**config.mk**
```make
export PLATFORM = sky130hd
export DESIGN_NAME = fetch_unit_flat
export DESIGN_NICKNAME = d
export VERILOG_FILES = /design/src/rtl/fetch_unit_if.sv /design/src/rtl/fetch_unit.sv /design/src/flat_wrapper.sv
export SDC_FILE = /design/constraint.sdc
export NUM_CORES = 1
export LEC_CHECK = 0
export ABC_AREA = 1
export CORE_MARGIN = 3
export CORE_UTILIZATION = 49
export DETAILED_ROUTE_END_ITERATION = 10
export DONT_BUFFER_PORTS = 1
export RECOVER_POWER = 25
export SLEW_MARGIN = 10
export SYNTH_ARGS = -nofsm -noshare
export SYNTH_HDL_FRONTEND = slang
export SYNTH_SLANG_ARGS = --single-unit
```
**constraint.sdc**
```tcl
create_clock -name clk -period 10.3 [get_ports clk]
set_clock_uncertainty 0.2 [all_clocks]
set_input_delay 2.06 -clock clk [delete_from_list [all_inputs] [get_ports clk]]
set_output_delay 2.06 -clock clk [all_outputs]
set_load 0.02 [all_outputs]
```
**src/rtl/fetch_unit_if.sv**
```systemverilog
// fetch_unit_if: CPU-side instruction bus (req/addr_ok/data_ok handshake).
interface fetch_unit_if;
  logic        ireq;
  logic [31:0] iaddr;
  logic        iaddr_ok;
  logic        idata_ok;
  logic [31:0] idata;
  modport master(output ireq, iaddr, input iaddr_ok, idata_ok, idata);
  modport slave(input ireq, iaddr, output iaddr_ok, idata_ok, idata);
endinterface

```
**src/rtl/fetch_unit.sv**
```systemverilog
// fetch_unit: MIPS front end; owns fetch PC, issues ibus reads, feeds the decode record.
module fetch_unit #(
  parameter logic [31:0] RESET_PC = 32'hBFC0_0000
) (
  input  logic                clk,
  input  logic                reset,
  fetch_unit_if.master        ib,
  output logic                d_valid,
  output logic [31:0]         d_pc,
  output logic [31:0]         d_instr,
  output logic                d_adel,
  input  logic                pcf1,
  input  logic                ifj,
  input  logic [31:0]         pc_decode,
  input  logic                exc_valid,
  input  logic [31:0]         exc_pc
);
  typedef enum logic [1:0] {IDLE, REQ, WAIT, BUF} state_t;
  state_t      state_q, state_d;
  logic [31:0] fetch_pc_q, fetch_pc_d, addr_q, addr_d, buf_q, buf_d;
  logic [31:0] br_slot_q, br_slot_d, br_tgt_q, br_tgt_d;
  logic [31:0] d_pc_q, d_pc_d, d_instr_q, d_instr_d;
  logic        drop_q, drop_d, br_pend_q, br_pend_d, d_valid_q, d_valid_d, d_adel_q, d_adel_d;
  logic        consume, dfree, take_br, issue, adel_load, hs, adv, load, ld_adel, eff_pend;
  logic [31:0] eff_slot, eff_tgt, adv_addr, adv_next, ld_pc, ld_instr;
  always_comb begin
    consume   = d_valid_q && !pcf1;
    dfree     = !d_valid_q || !pcf1;
    take_br   = consume && ifj;
    issue     = state_q == IDLE && !exc_valid && dfree && fetch_pc_q[1:0] == 2'b00;
    adel_load = state_q == IDLE && !exc_valid && dfree && fetch_pc_q[1:0] != 2'b00;
    hs        = ib.iaddr_ok && (issue || (state_q == REQ && !drop_q));
    adv       = (hs || adel_load) && !exc_valid;
    adv_addr  = state_q == REQ ? addr_q : fetch_pc_q;
    // A branch resolving this cycle must steer a slot handshake happening in the same cycle
    eff_pend  = br_pend_q || take_br;
    eff_slot  = take_br ? d_pc_q + 32'd4 : br_slot_q;
    eff_tgt   = take_br ? pc_decode : br_tgt_q;
    adv_next  = eff_pend && adv_addr == eff_slot ? eff_tgt : adv_addr + 32'd4;
    state_d   = state_q;
    addr_d    = addr_q;
    buf_d     = buf_q;
    drop_d    = drop_q;
    load      = 1'b0;
    ld_pc     = addr_q;
    ld_instr  = buf_q;
    ld_adel   = 1'b0;
    case (state_q)
      IDLE: begin
        if (issue) begin
          addr_d  = fetch_pc_q;
          state_d = ib.iaddr_ok ? WAIT : REQ;
        end else if (adel_load) begin
          load     = 1'b1;
          ld_pc    = fetch_pc_q;
          ld_instr = 32'd0;
          ld_adel  = 1'b1;
        end
      end
      REQ: begin
        drop_d  = drop_q || exc_valid;
        state_d = ib.iaddr_ok ? WAIT : REQ;
      end
      WAIT: begin
        if (ib.idata_ok) begin
          drop_d  = 1'b0;
          state_d = IDLE;
          if (!drop_q && !exc_valid) begin
            load     = dfree;
            ld_instr = ib.idata;
            buf_d    = ib.idata;
            state_d  = dfree ? IDLE : BUF;
          end
        end else begin
          drop_d = drop_q || exc_valid;
        end
      end
      BUF: begin
        state_d = exc_valid || dfree ? IDLE : BUF;
        load    = !exc_valid && dfree;
      end
    endcase
    d_valid_d  = exc_valid ? 1'b0 : load ? 1'b1 : consume ? 1'b0 : d_valid_q;
    d_pc_d     = load ? ld_pc : d_pc_q;
    d_instr_d  = load ? ld_instr : d_instr_q;
    d_adel_d   = load ? ld_adel : d_adel_q;
    // Slot already handshaken means the outstanding/buffered word is the slot: redirect now
    fetch_pc_d = exc_valid ? exc_pc : adv ? adv_next :
                 take_br && fetch_pc_q != eff_slot ? pc_decode : fetch_pc_q;
    br_pend_d  = exc_valid || adv ? 1'b0 : take_br && fetch_pc_q == eff_slot ? 1'b1 : br_pend_q;
    br_slot_d  = take_br ? eff_slot : br_slot_q;
    br_tgt_d   = take_br ? eff_tgt : br_tgt_q;
  end
  always_ff @(posedge clk or posedge reset) begin
    if (reset) begin
      state_q    <= IDLE;
      fetch_pc_q <= RESET_PC;
      addr_q     <= 32'd0;
      buf_q      <= 32'd0;
      drop_q     <= 1'b0;
      br_pend_q  <= 1'b0;
      br_slot_q  <= 32'd0;
      br_tgt_q   <= 32'd0;
      d_valid_q  <= 1'b0;
      d_pc_q     <= 32'd0;
      d_instr_q  <= 32'd0;
      d_adel_q   <= 1'b0;
    end else begin
      state_q    <= state_d;
      fetch_pc_q <= fetch_pc_d;
      addr_q     <= addr_d;
      buf_q      <= buf_d;
      drop_q     <= drop_d;
      br_pend_q  <= br_pend_d;
      br_slot_q  <= br_slot_d;
      br_tgt_q   <= br_tgt_d;
      d_valid_q  <= d_valid_d;
      d_pc_q     <= d_pc_d;
      d_instr_q  <= d_instr_d;
      d_adel_q   <= d_adel_d;
    end
  end
  assign ib.ireq  = !reset && (state_q == REQ || issue);
  assign ib.iaddr = state_q == REQ ? addr_q : fetch_pc_q;
  assign d_valid  = d_valid_q;
  assign d_pc     = d_pc_q;
  assign d_instr  = d_instr_q;
  assign d_adel   = d_adel_q;
endmodule

```
**src/flat_wrapper.sv**
```systemverilog
// flat-port wrapper written by rule: the top's interface ports become plain ports
module fetch_unit_flat 
#(
  parameter logic [31:0] RESET_PC = 32'hBFC0_0000
)
  (clk, reset, d_valid, d_pc, d_instr, d_adel, pcf1, ifj, pc_decode, exc_valid, exc_pc, ib_ireq, ib_iaddr, ib_iaddr_ok, ib_idata_ok, ib_idata);
  fetch_unit_if ib_i ();
  input  logic clk;
  input  logic reset;
  output logic d_valid;
  output logic [31:0] d_pc;
  output logic [31:0] d_instr;
  output logic d_adel;
  input  logic pcf1;
  input  logic ifj;
  input  logic [31:0] pc_decode;
  input  logic exc_valid;
  input  logic [31:0] exc_pc;
  output wire logic [$bits(ib_i.ireq)-1:0] ib_ireq;
  output wire logic [$bits(ib_i.iaddr)-1:0] ib_iaddr;
  input wire logic [$bits(ib_i.iaddr_ok)-1:0] ib_iaddr_ok;
  input wire logic [$bits(ib_i.idata_ok)-1:0] ib_idata_ok;
  input wire logic [$bits(ib_i.idata)-1:0] ib_idata;
  assign ib_ireq = ib_i.ireq;
  assign ib_iaddr = ib_i.iaddr;
  assign ib_i.iaddr_ok = ib_iaddr_ok;
  assign ib_i.idata_ok = ib_idata_ok;
  assign ib_i.idata = ib_idata;
  fetch_unit #(.RESET_PC(RESET_PC)) u_core (.clk(clk), .reset(reset), .ib(ib_i), .d_valid(d_valid), .d_pc(d_pc), .d_instr(d_instr), .d_adel(d_adel), .pcf1(pcf1), .ifj(ifj), .pc_decode(pc_decode), .exc_valid(exc_valid), .exc_pc(exc_pc));
endmodule
```
After elaboration in Yosys (flattened, before gate mapping) --
Index checks and enable logic that the tools add are counted.
Word-level totals: register bits 230, output and inout bits 99, logic and storage cells 94
Cells by class: $add $sub $neg 2, equal/unequal tests 8, muxes and demuxes 35, reductions and logical operators 37
Operators with widths (number):
- two-way mux 32 bit | 14
- adder 32 x 3 -> 32 bit (second input constant) | 2
- == test 32 bit | 2
- case mux 32 bit (2 select lines) | 1
- != test 32 bit | 1
- logical AND 1 bit | 15
- two-way mux 2 bit | 6
- two-way mux 1 bit | 11
- logical OR 1 bit | 8
- case mux 2 bit (4 select lines) | 1
- nonzero test 2 bit | 3
- nonzero test 3 bit | 2
- logical NOT 1 bit | 5
- == test 2 bit (second input constant) | 2
- logical NOT 2 bit | 2
- AND reduction 2 bit | 2
- case mux 1 bit (3 select lines) | 1
- == test 2 x 1 -> 1 bit (second input constant) | 1
- != test 2 x 1 -> 1 bit (second input constant) | 1
- != test 2 bit (second input constant) | 1
- case mux 1 bit (2 select lines) | 1

Longest topological paths before layout --
Gate-level depths: netlist of run 1.
depth in word-level cells 10, mapped depth 22

Worst setup path before layout of run 1 --
OpenSTA, ideal clock, no wires.
path type input port to output port, from input pcf1, to output ib_ireq, arrival 3.288 ns, slack 4.752 ns, stages on the path 7, cell sequence nand2_1 inv_1 nor3_1 inv_1 nor2_1 inv_1 a21oi_1
Between the ends: cells in the longest elaborated chain, start to end 6
RTL lines:
- start: declaration | RTL line flat_wrapper.sv:14 | input logic pcf1;
- logical NOT 1 bit | RTL line fetch_unit.sv:28 | dfree = !d_valid_q || !pcf1;
- logical OR 1 bit | RTL line fetch_unit.sv:28
- logical AND 1 bit (2 in a row) | RTL line fetch_unit.sv:30 | issue = state_q == IDLE && !exc_valid && dfree && fetch_pc_q[1:0] == 2'b00;
- logical OR 1 bit | RTL line fetch_unit.sv:123 | assign ib.ireq = !reset && (state_q == REQ || issue);
- logical AND 1 bit | RTL line fetch_unit.sv:123
- end: declaration | RTL line flat_wrapper.sv:19 | output wire logic [$bits(ib_i.ireq)-1:0] ib_ireq;
Every way passes these cells.

Worst setup path after layout of run 1 --
from input pcf1, to register u_core.fetch_pc_q[20]
Between the ends: cells in the longest elaborated chain, start to end 10, elaborated cells on any way between the ends 22, those cells by class eq/ne: 2; mux: 5; reduce/logical: 15
RTL lines:
- logical NOT 1 bit (*) | RTL line fetch_unit.sv:27, fetch_unit.sv:28
- parallel branches: the longest is 9 deep, another holds two-way mux 32 bit
- end signal: assignment | RTL line fetch_unit.sv:110 | fetch_pc_q <= fetch_pc_d;
- end: declaration | RTL line fetch_unit.sv:20 | logic [31:0] fetch_pc_q, fetch_pc_d, addr_q, addr_d, buf_q, buf_d;
Mark *: on every way between the ends. A chain may end at the register's enable or synchronous reset.

==> results of run 1 <==
## per-layer routing
metal  wire length (µm)  track usage
met1              21700        0.452
met2              18000        0.399
met3               3650       0.0469
met4                750       0.0541
met5                  0            0
## stage by stage
stage / setup WS (ns) / utilization
4_1_cts: 4.21 / 0.542
3_3_place_gp: 3.72 / 0.510
2_1_floorplan: 1.75 / -
6_report: 3.05 / 0.541
5_1_grt: 2.40 / 0.541
3_5_place_dp: 3.63 / 0.510
## critical path, delay by kind of cell
kind	cells	cell delay, ns
buffers and inverters	2	1.82
and+or+nand+nor	11	3.36
AOI/OAI and AO/OA	1	0.06
xor gates and xnor gates	1	0.15
## final cells by class
cell class | instances | area [µm²]
clock inverters | 6 | 58.8
well taps | 378 | 473
multi-input cells | 1417 | 7020
repair buffers | 13 | 93.8
flip-flops and latches | 230 | 5770
inverters | 262 | 985
fillers | 2774 | 12900
clock buffers | 45 | 845
## worst paths after layout
| path | from | to | depth (start not counted) |
|---|---|---|---|
| max | pcf1 | u_core.fetch_pc_q[20] | 15 |
| max reg2reg | u_core.d_valid | u_core.fetch_pc_q[20] | 14 |
| min reg2reg | u_core.addr_q[1] | u_core.addr_q[1] | 2 |
| max in group asynchronous | reset | u_core.d_pc[31] | 3 |
| min | u_core.addr_q[1] | u_core.addr_q[1] | 2 |
| min in group asynchronous | reset | u_core.br_slot_q[3] | 1 |
## cells in the mapped netlist, drive strengths merged
library cell    n  area share
a31oi          34       0.015
xnor2           2      0.0012
o21bai          1     0.00053
ha              7      0.0062
a22o           32       0.020
inv           261       0.069
a21oi          72       0.025
dfstp           9       0.017
a22oi           2      0.0011
buf            35       0.013
nand2         518        0.14
nand3b         14      0.0074
and2            1     0.00044
clkbuf         63       0.017
o211ai         61       0.032
o31ai           1     0.00053
a211oi          1     0.00053
a31o            1     0.00062
nand3         171       0.061
nor3           10      0.0035
dfrtp         221        0.39
nor2          189       0.056
and3            1     0.00044
nor4            2     0.00088
o221ai          1     0.00062
o21a            2      0.0011
xor2           34       0.021
o21ai         166       0.059
clkinv          1     0.00026
or2            52       0.023
nand4          42       0.019
## logic make-up (layout without fill, tap and decap cells)
group	count (synthesis)	in the layout	share of synthesized area
compound gates	374	374	0.156
buf+inv	360	326	0.0989
simple gates	1000	1000	0.309
xor+xnor	36	36	0.0223
fa+ha+maj	7	7	0.00618
flops	230	230	0.407
## flip-flops by register name (all words and copies together), names as in the netlist, 2 cells and up
register           cells
u_core.addr_q         32
u_core.br_slot_q      32
u_core.state_q         2
u_core.buf_q          32
u_core.d_instr        32
u_core.d_pc           32
u_core.br_tgt_q       32
u_core.fetch_pc_q     32
## report_power, final
part / switching (mW) / total, mW / internal (mW)
registers: 0.540 / 1.90 / 1.36
logic: 1.82 / 2.62 / 0.806
clock network: 0.412 / 0.973 / 0.561
total: 2.77 / 5.49 / 2.72
==> flow_summary.json, run 1 <==
{
  "critPathCaptureType": "register",
  "start_util": 0.503,
  "cts_num_sinks": 230,
  "path_clk_slew_ns": 0.06,
  "ys_types": 41,
  "post_cts_resize_count": 0,
  "r2r_setup_slack_ns": 4.01,
  "synthesis.area_per_instance_um2": 7.06,
  "slew_headroom": -2.01,
  "rows": 61,
  "max_freq_ghz": 0.138,
  "area_growth_pct": 7.63,
  "grt_max_degree": 102,
  "layout.nets": 2062,
  "seq_area_frac_synth": 0.407,
  "worstPathMaxFanout": 48,
  "placed_area_um2": 14400,
  "drc": 0,
  "rsz0062_at_grt": "no",
  "yosys_warnings": 0,
  "wirelength_mm": 44.1,
  "fin_setup_tns_ns": 0,
  "grt_pass1_vias": 12330,
  "path_cells": "inv_1 > nand3_1 > clkbuf_1 > nand2_1 > nand2_1 > xor2_1 > nand2_1 > nor3_1 > nand4_1 > nor2_1 > nand3_1 > nand2_1 > nand2_1 > nor2_1 > a21oi_1",
  "io_buffers": 0,
  "status": "finished with violations",
  "power_mw": 5.49,
  "hold_path_class": "register to register",
  "violations": "max-capacitance violations, max-slew violations",
  "post_route_cells_drive_above_1_share": 0.0765,
  "clockBufferDepth": 3,
  "dp_cells": 2300,
  "die_y_um": 176,
  "cts_tree": "done",
  "clock_insertion_delay_worst_skew_ns": 0.57,
  "wl_per_cell_um": 18.8,
  "syn_nets": 2117,
  "grt.overflow.total": 0,
  "final_cells": 2351,
  "setup_viol": 0,
  "die_w_um": 176,
  "synth-seq-cells": 230,
  "synth_cells": 2007,
  "hold_buffers": 0,
  "syn_area_um2": 14200,
  "max_stage_delay_ns": 1.79,
  "drtPass1Iterations": 5,
  "vias": 13148,
  "crit_path_top_delay_cell": "clkbuf_1",
  "layout_common_cells": "nand2_1, inv_1, dfrtp_1, nor2_1, nand3_1",
  "grt_pass1_wl_mm": 69.9,
  "final_max_slew_viol_count": 151,
  "ctsRootBufferMaster": "clkbuf_16",
  "period_share": 0.704,
  "drv_cap": 2,
  "drt_iter0_markers": 1278,
  "finalHoldViolations": 0,
  "routabilityCongestion": 0.963,
  "dp_hpwl_mm": 31.6,
  "die_area_um2": 31000,
  "core_area_um2": 28200,
  "critPathLaunchType": "primary input",
  "arrival_ns": 7.50,
  "htree_levels": 1,
  "fin_area_um2": 15200,
  "vias_per_cell": 5.59,
  "grt.total_usage": 0.282,
  "ir_drop_mv": 0.142,
  "postCtsSetupBuffers": 0,
  "ios": 202,
  "ant_nets": 0,
  "worst_pin_slew_ns": 4.49,
  "period_minus_slack_ns": 7.25,
  "powerDensity_nw_per_um2": 360,
  "antenna_cells": 0,
  "path_common_cell": "nand2_1",
  "power.leakage_nw": 7.26,
  "timing.hold.ws_ns": 0.261,
  "cts_buffers": 28,
  "final_common_cell": "nand2_1",
  "required_ns": 10.54,
  "criticalPathCategory": "primary input to register",
  "antenna_found_initial": 1
}
Power figures use the tool's default switching activity.
==> run 2, diff against run 1 <==
Settings changed: PLACE_DENSITY set to 0.66.
Clock period 10.3 ns to 5.9 ns, I/O delays scaled along.
==> run 2 against run 1 <==
The flow still finishes with violations (max-capacitance violations, max-slew violations). Combinational power rose by 75%. Count of clock-buffer cells in the layout decreased by 7. Clock power is 84% higher. Setup slack worse by 1.5 ns. Non-clock buffer count increased by 10. Flip-flop and latch count did not move. Via count grew 1.2%. Critical path depth rose by 3. Critical endpoint is now u_core.fetch_pc_q[10]. Largest power group unchanged.
==> flow_summary.json, run 2 (same netlist as run 1, synthesis figures left out) <==
{
  "rsz0062_at_grt": "no",
  "crit_buf_inv": 4,
  "htree_levels": 1,
  "swShare": 0.499,
  "drv_cap": 3,
  "critPathLaunchType": "register",
  "fin_setup_tns_ns": 0,
  "path_clk_slew_ns": 0.06,
  "path_common_cell": "nand2_1",
  "nFillCells": 2744,
  "power.leakage_nw": 7.32,
  "fin_area_um2": 15400,
  "wirelength_mm": 43.8,
  "period_minus_slack_ns": 4.38,
  "drtPass1Iterations": 8,
  "core_area_um2": 28200,
  "clockBufferDepth": 3,
  "p_seq_frac": 0.342,
  "final_max_slew_viol_count": 235,
  "start_util": 0.503,
  "layout.nets": 2072,
  "p_int_mw": 4.85,
  "arrival_ns": 4.64,
  "violations": "max-capacitance violations, max-slew violations",
  "ant_nets": 0,
  "area_growth_pct": 8.40,
  "vias": 13307,
  "grt.total_usage": 0.281,
  "die_w_um": 176,
  "die_area_um2": 31000,
  "grt_max_degree": 148,
  "antenna_found_initial": 0,
  "cts_tree": "done",
  "vias_per_cell": 5.64,
  "max_stage_delay_ns": 0.48,
  "place_ws_ns": 1.35,
  "required_ns": 6.17,
  "worstPathMaxFanout": 43,
  "switching_power_mw": 4.83,
  "setup_slack_ns": 1.52,
  "ios": 202,
  "p_comb_frac": 0.473,
  "drt_iter0_markers": 1203,
  "ctsRootBufferMaster": "clkbuf_16",
  "clock_insertion_delay_worst_skew_ns": 0.56,
  "wl_per_cell_um": 18.5,
  "cts_num_sinks": 230,
  "placed_area_um2": 14400,
  "slew_headroom": -0.668,
  "critPathCaptureType": "register",
  "path_cells": "inv_1 > ha_2 > buf_4 > nand2_1 > o21ai_0 > inv_1 > nand3_1 > nand2_1 > nor2_1 > nand2_1 > nor2_1 > nand3_1 > nor2_4 > nand3_2 > buf_4 > nand2_1 > nand3_1 > a21oi_1",
  "antenna_cells": 0,
  "dp_hpwl_mm": 31.9,
  "final_common_cell": "nand2_1",
  "period_share": 0.742,
  "routabilityCongestion": 0.945,
  "status": "finished with violations",
  "finalHoldViolations": 0,
  "max_freq_ghz": 0.228,
  "postCtsSetupBuffers": 0,
  "powerDensity_nw_per_um2": 631,
  "rows": 61,
  "grt_pass1_wl_mm": 70.0,
  "post_route_cells_drive_above_1_share": 0.0822,
  "drc": 0,
  "hold_path_class": "register to register",
  "grt_pass1_vias": 12595,
  "pwr-share-clk": 0.184,
  "post_cts_resize_count": 0,
  "cp_top_family": "simple AND/OR/NAND/NOR gates",
  "io_buffers": 0,
  "crit_path_top_delay_cell": "ha_2",
  "grt.overflow.total": 0,
  "die_y_um": 176,
  "setup_viol": 0,
  "ir_drop_mv": 0.248,
  "cts_buffers": 28,
  "layout_common_cells": "nand2_1, inv_1, dfrtp_1, nor2_1, nand3_1",
  "hold_buffers": 0,
  "criticalPathCategory": "register to register",
  "worst_pin_slew_ns": 2.50
}
## run 2: path summary, 6_finish.rpt
| path | start | end | slack (ns) | depth (start not counted) |
|---|---|---|---|---|
| min | u_core.addr_q[1] | u_core.addr_q[1] | 0.29 | 2 |
| max | u_core.state_q[1] | u_core.fetch_pc_q[10] | 1.52 | 18 |
| max reg2reg | u_core.state_q[1] | u_core.fetch_pc_q[10] | 1.52 | 18 |
| min reg2reg | u_core.addr_q[1] | u_core.addr_q[1] | 0.29 | 2 |
| min in group asynchronous | reset | u_core.buf_q[11] | 0.69 | 1 |
| max in group asynchronous | reset | u_core.d_instr[21] | 1.86 | 2 |
## run 2: power groups by stage
stage	Combinational, mW	Clock (mW)	Sequential [mW]
2_1_floorplan	3.50	0	3.05
3_3_place_gp	4.45	0	3.30
3_5_place_dp	4.52	0	3.33
4_1_cts	4.55	1.81	3.31
5_1_grt	5.20	1.88	3.41
6_report	4.58	1.79	3.32
## run 2: tightest hold or removal path: cells and delay by family (launching register included)
kind / cells / cell delay, ns
buffers and inverters: 1 / 0.04
and+or+nand+nor: 1 / 0.06
DFF: 1 / 0.36
## run 2: final cells by class
| class | count | area, µm² | share of cell area |
|---|---|---|---|
| Multi-Input combinational cell | 1417 | 7010 | 0.457 |
| Sequential cell | 230 | 5770 | 0.376 |
| Inverter | 262 | 985 | 0.0641 |
| Clock buffer | 38 | 788 | 0.0513 |
| Tap cell | 378 | 473 | 0.0308 |
| Timing Repair Buffer | 23 | 165 | 0.0108 |
| Clock inverter | 13 | 163 | 0.0106 |
## run 2: per-layer routing
metal	track usage	vias up	share of wire
met3	0.0647	71	0.10
met1	0.431	6208	0.46
met4	0.0756	0	0.027
li1	-	6460	-
met2	0.398	568	0.41
met5	0	-	0
## run 2: stage by stage
step	utilization	total power, mW	cells	hold WS, ns
detailed placement	0.513	7.85	2310	0.268
finish	0.545	9.68	2361	0.287
global placement	0.513	7.75	2310	0.254
CTS	0.546	9.67	2361	0.289
global route	0.545	10.5	2361	0.299
floorplan	-	6.55	2007	0.236
==> run 3, diff against run 2 <==
Settings changed: ABC_AREA 1 to 0, PLACE_DENSITY 0.66 to not set.
Clock period 5.9 ns to 4.5 ns, I/O delays scaled along.
==> run 3 against run 2 <==
The flow still finishes with violations (max-capacitance violations, max-slew violations). Worst hold slack got worse by 0.10 ns. Count of clock-buffer cells in the layout unchanged. Register-to-register slack worse by 1.4 ns. Setup slack worse by 1.4 ns. First-iteration DRC count increased by 14%. Die area increased by 3.3%. Total power is 51% higher. Largest cell class unchanged.
==> flow_summary.json, run 3 <==
{
  "violations": "max-capacitance violations, max-slew violations",
  "slew_headroom": -1.31,
  "period_minus_slack_ns": 4.34,
  "synth_top_area_cell": "dfrtp_1",
  "setup_viol": 0,
  "grt_pass1_vias": 12967,
  "rsz0062_at_grt": "no",
  "ios": 202,
  "yosys_warnings": 0,
  "hold_buffers": 0,
  "netlist.area_leader.share": 0.377,
  "dp_hpwl_mm": 40.2,
  "wl_per_cell_um": 25.6,
  "power.leakage_nw": 7.09,
  "synth_edf_count": 0,
  "htree_levels": 1,
  "synth.most_common_cell": "dfrtp_1",
  "path_clk_slew_ns": 0.07,
  "antenna_found_initial": 1,
  "placed_area_um2": 15700,
  "critPathCaptureType": "register",
  "p_comb_frac": 0.526,
  "synth-seq-cells": 230,
  "grt_pass1_wl_mm": 79.8,
  "cts_buffers": 28,
  "criticalPathCategory": "register to register",
  "swShare": 0.488,
  "drc": 0,
  "cts_tree": "done",
  "ant_nets": 0,
  "rows": 62,
  "max_freq_ghz": 0.230,
  "critPathLaunchType": "register",
  "p_seq_frac": 0.310,
  "drt_iter0_markers": 1370,
  "grt_max_degree": 137,
  "ys_types": 88,
  "syn_nets": 1765,
  "vias": 13320,
  "synth_ff_type": "dfrtp_1",
  "seq_area_frac_synth": 0.394,
  "drv_cap": 2,
  "post_route_cells_drive_above_1_share": 0.189,
  "area_growth_pct": 13.7,
  "finalHoldViolations": 0,
  "layout_common_cells": "dfrtp_1, nand2_1, nor2_1, a21oi_1, buf_4",
  "die_y_um": 179,
  "vias_per_cell": 6.39,
  "timing.hold.ws_ns": 0.185,
  "clock_insertion_delay_worst_skew_ns": 0.58,
  "status": "finished with violations",
  "drtPass1Iterations": 6,
  "required_ns": 4.80,
  "async_reset_ff_frac": 1.00,
  "io_buffers": 0,
  "final_common_cell": "dfrtp_1",
  "die_area_um2": 32000,
  "clockBufferDepth": 3,
  "nFillCells": 2646,
  "ys_top_cells_by_area": "dfrtp_1, mux2_2, nand2_1",
  "wirelength_mm": 53.4,
  "layout.nets": 1791,
  "cts_num_sinks": 230,
  "worstPathMaxFanout": 10,
  "routabilityCongestion": 1.04,
  "pwr-share-clk": 0.164,
  "syn_area_um2": 14700,
  "grt.overflow.total": 0,
  "powerDensity_nw_per_um2": 875,
  "start_util": 0.504,
  "arrival_ns": 4.64,
  "period_share": 0.965,
  "worst_pin_slew_ns": 3.46,
  "ys_top_cells_by_count": "dfrtp_1, nand2_1, nor2_1",
  "core_area_um2": 29100,
  "synthesis.area_per_instance_um2": 8.85,
  "hold_path_class": "primary input to register",
  "switching_power_mw": 7.12,
  "antenna_cells": 0,
  "die_w_um": 179,
  "fin_area_um2": 16700,
  "grt.total_usage": 0.329,
  "final_max_slew_viol_count": 232,
  "fin_setup_tns_ns": 0,
  "ir_drop_mv": 0.455,
  "p_int_mw": 7.46,
  "ctsRootBufferMaster": "clkbuf_16",
  "synth_cells": 1655
}
==> run 3: cell count changes after synthesis, sizes merged, moves of 59 or more <==
cell / previous run / this run
a21oi: 72 / 131
inv: 261 / 63
mux2: 0 / 105
nand2: 518 / 183
nand3: 171 / 45
o21ai: 166 / 47
xnor2: 2 / 61
==> run 3: metal layers <==
metal | vias to the layer above | GRT usage | part of all wire | wire length [µm]
met4 | 0 | 0.147 | 0.051 | 2750
met2 | 667 | 0.496 | 0.44 | 23400
met3 | 133 | 0.0752 | 0.092 | 4940
met5 | - | 0 | 0 | 0
li1 | 6045 | - | - | -
met1 | 6475 | 0.453 | 0.42 | 22300
==> run 3: repair_timing <==
item,in CTS,in global routing
resized for setup,0,8
endpoints found under the setup margin,0,21
buffers inserted,0,1
==> run 3: cells by family (layout without fill, tap and decap cells) <==
| kind of cell | count (synthesis) | count (layout) | share of synthesized area |
|---|---|---|---|
| simple gates | 606 | 606 | 0.210 |
| xor+xnor | 85 | 85 | 0.0508 |
| buf+inv | 195 | 242 | 0.0560 |
| flops | 230 | 230 | 0.394 |
| compound gates | 375 | 375 | 0.165 |
| fa+ha+maj | 7 | 7 | 0.00598 |
| mux | 157 | 157 | 0.119 |
==> run 3: critical path, cell delays in order (launching register included) <==
cell and delay, ns:
dfrtp_1 0.50, nand4_1 0.37, or4_1 0.68, o21ai_1 0.35, a31oi_1 0.18, a22oi_1 0.31, nand4b_1 0.50, or2_1 0.51
o21ba_1 0.21, o31a_1 0.28, o22ai_1 0.14
==> run 3: power by group through the flow <==
stage / Sequential [mW] / Clock [mW] / Combinational, mW
3_5_place_dp: 4.51 / 0 / 7.49
6_report: 4.52 / 2.40 / 7.66
4_1_cts: 4.49 / 2.42 / 7.53
3_3_place_gp: 4.49 / 0 / 7.43
2_1_floorplan: 4.12 / 0 / 5.04
5_1_grt: 4.63 / 2.52 / 8.26
==> run 3: per-stage QoR <==
step,cells,setup WS (ns),total power [mW],util
3_3_place_gp,2034,0.0951,11.9,0.539
2_1_floorplan,1655,0.399,9.16,-
3_5_place_dp,2034,0.0994,12.0,0.539
6_report,2086,0.160,14.6,0.573
5_1_grt,2086,0.00439,15.4,0.573
4_1_cts,2085,0.181,14.4,0.572
==> run 3: final cells by class <==
class | instances | area (µm²) | area share
clock buffer | 38 | 768 | 0.0461
clock inverter | 13 | 201 | 0.0121
inverter | 63 | 238 | 0.0143
multi-input combinational | 1230 | 8150 | 0.489
sequential | 230 | 5770 | 0.346
tap | 384 | 480 | 0.0288
timing repair buffer | 128 | 1060 | 0.0634
==> run 3: final timing paths <==
kind                       depth (start not counted)                   end                start  slack, ns
min in group asynchronous                          2    u_core.br_tgt_q[1]                reset       0.91
max reg2reg                                       10  u_core.fetch_pc_q[3]      u_core.d_pc[10]       0.16
min                                                1        u_core.d_valid            exc_valid       0.18
max                                               10  u_core.fetch_pc_q[3]      u_core.d_pc[10]       0.16
max in group asynchronous                          2     u_core.addr_q[28]                reset       0.72
min reg2reg                                        2   u_core.br_tgt_q[26]  u_core.br_tgt_q[26]       0.27
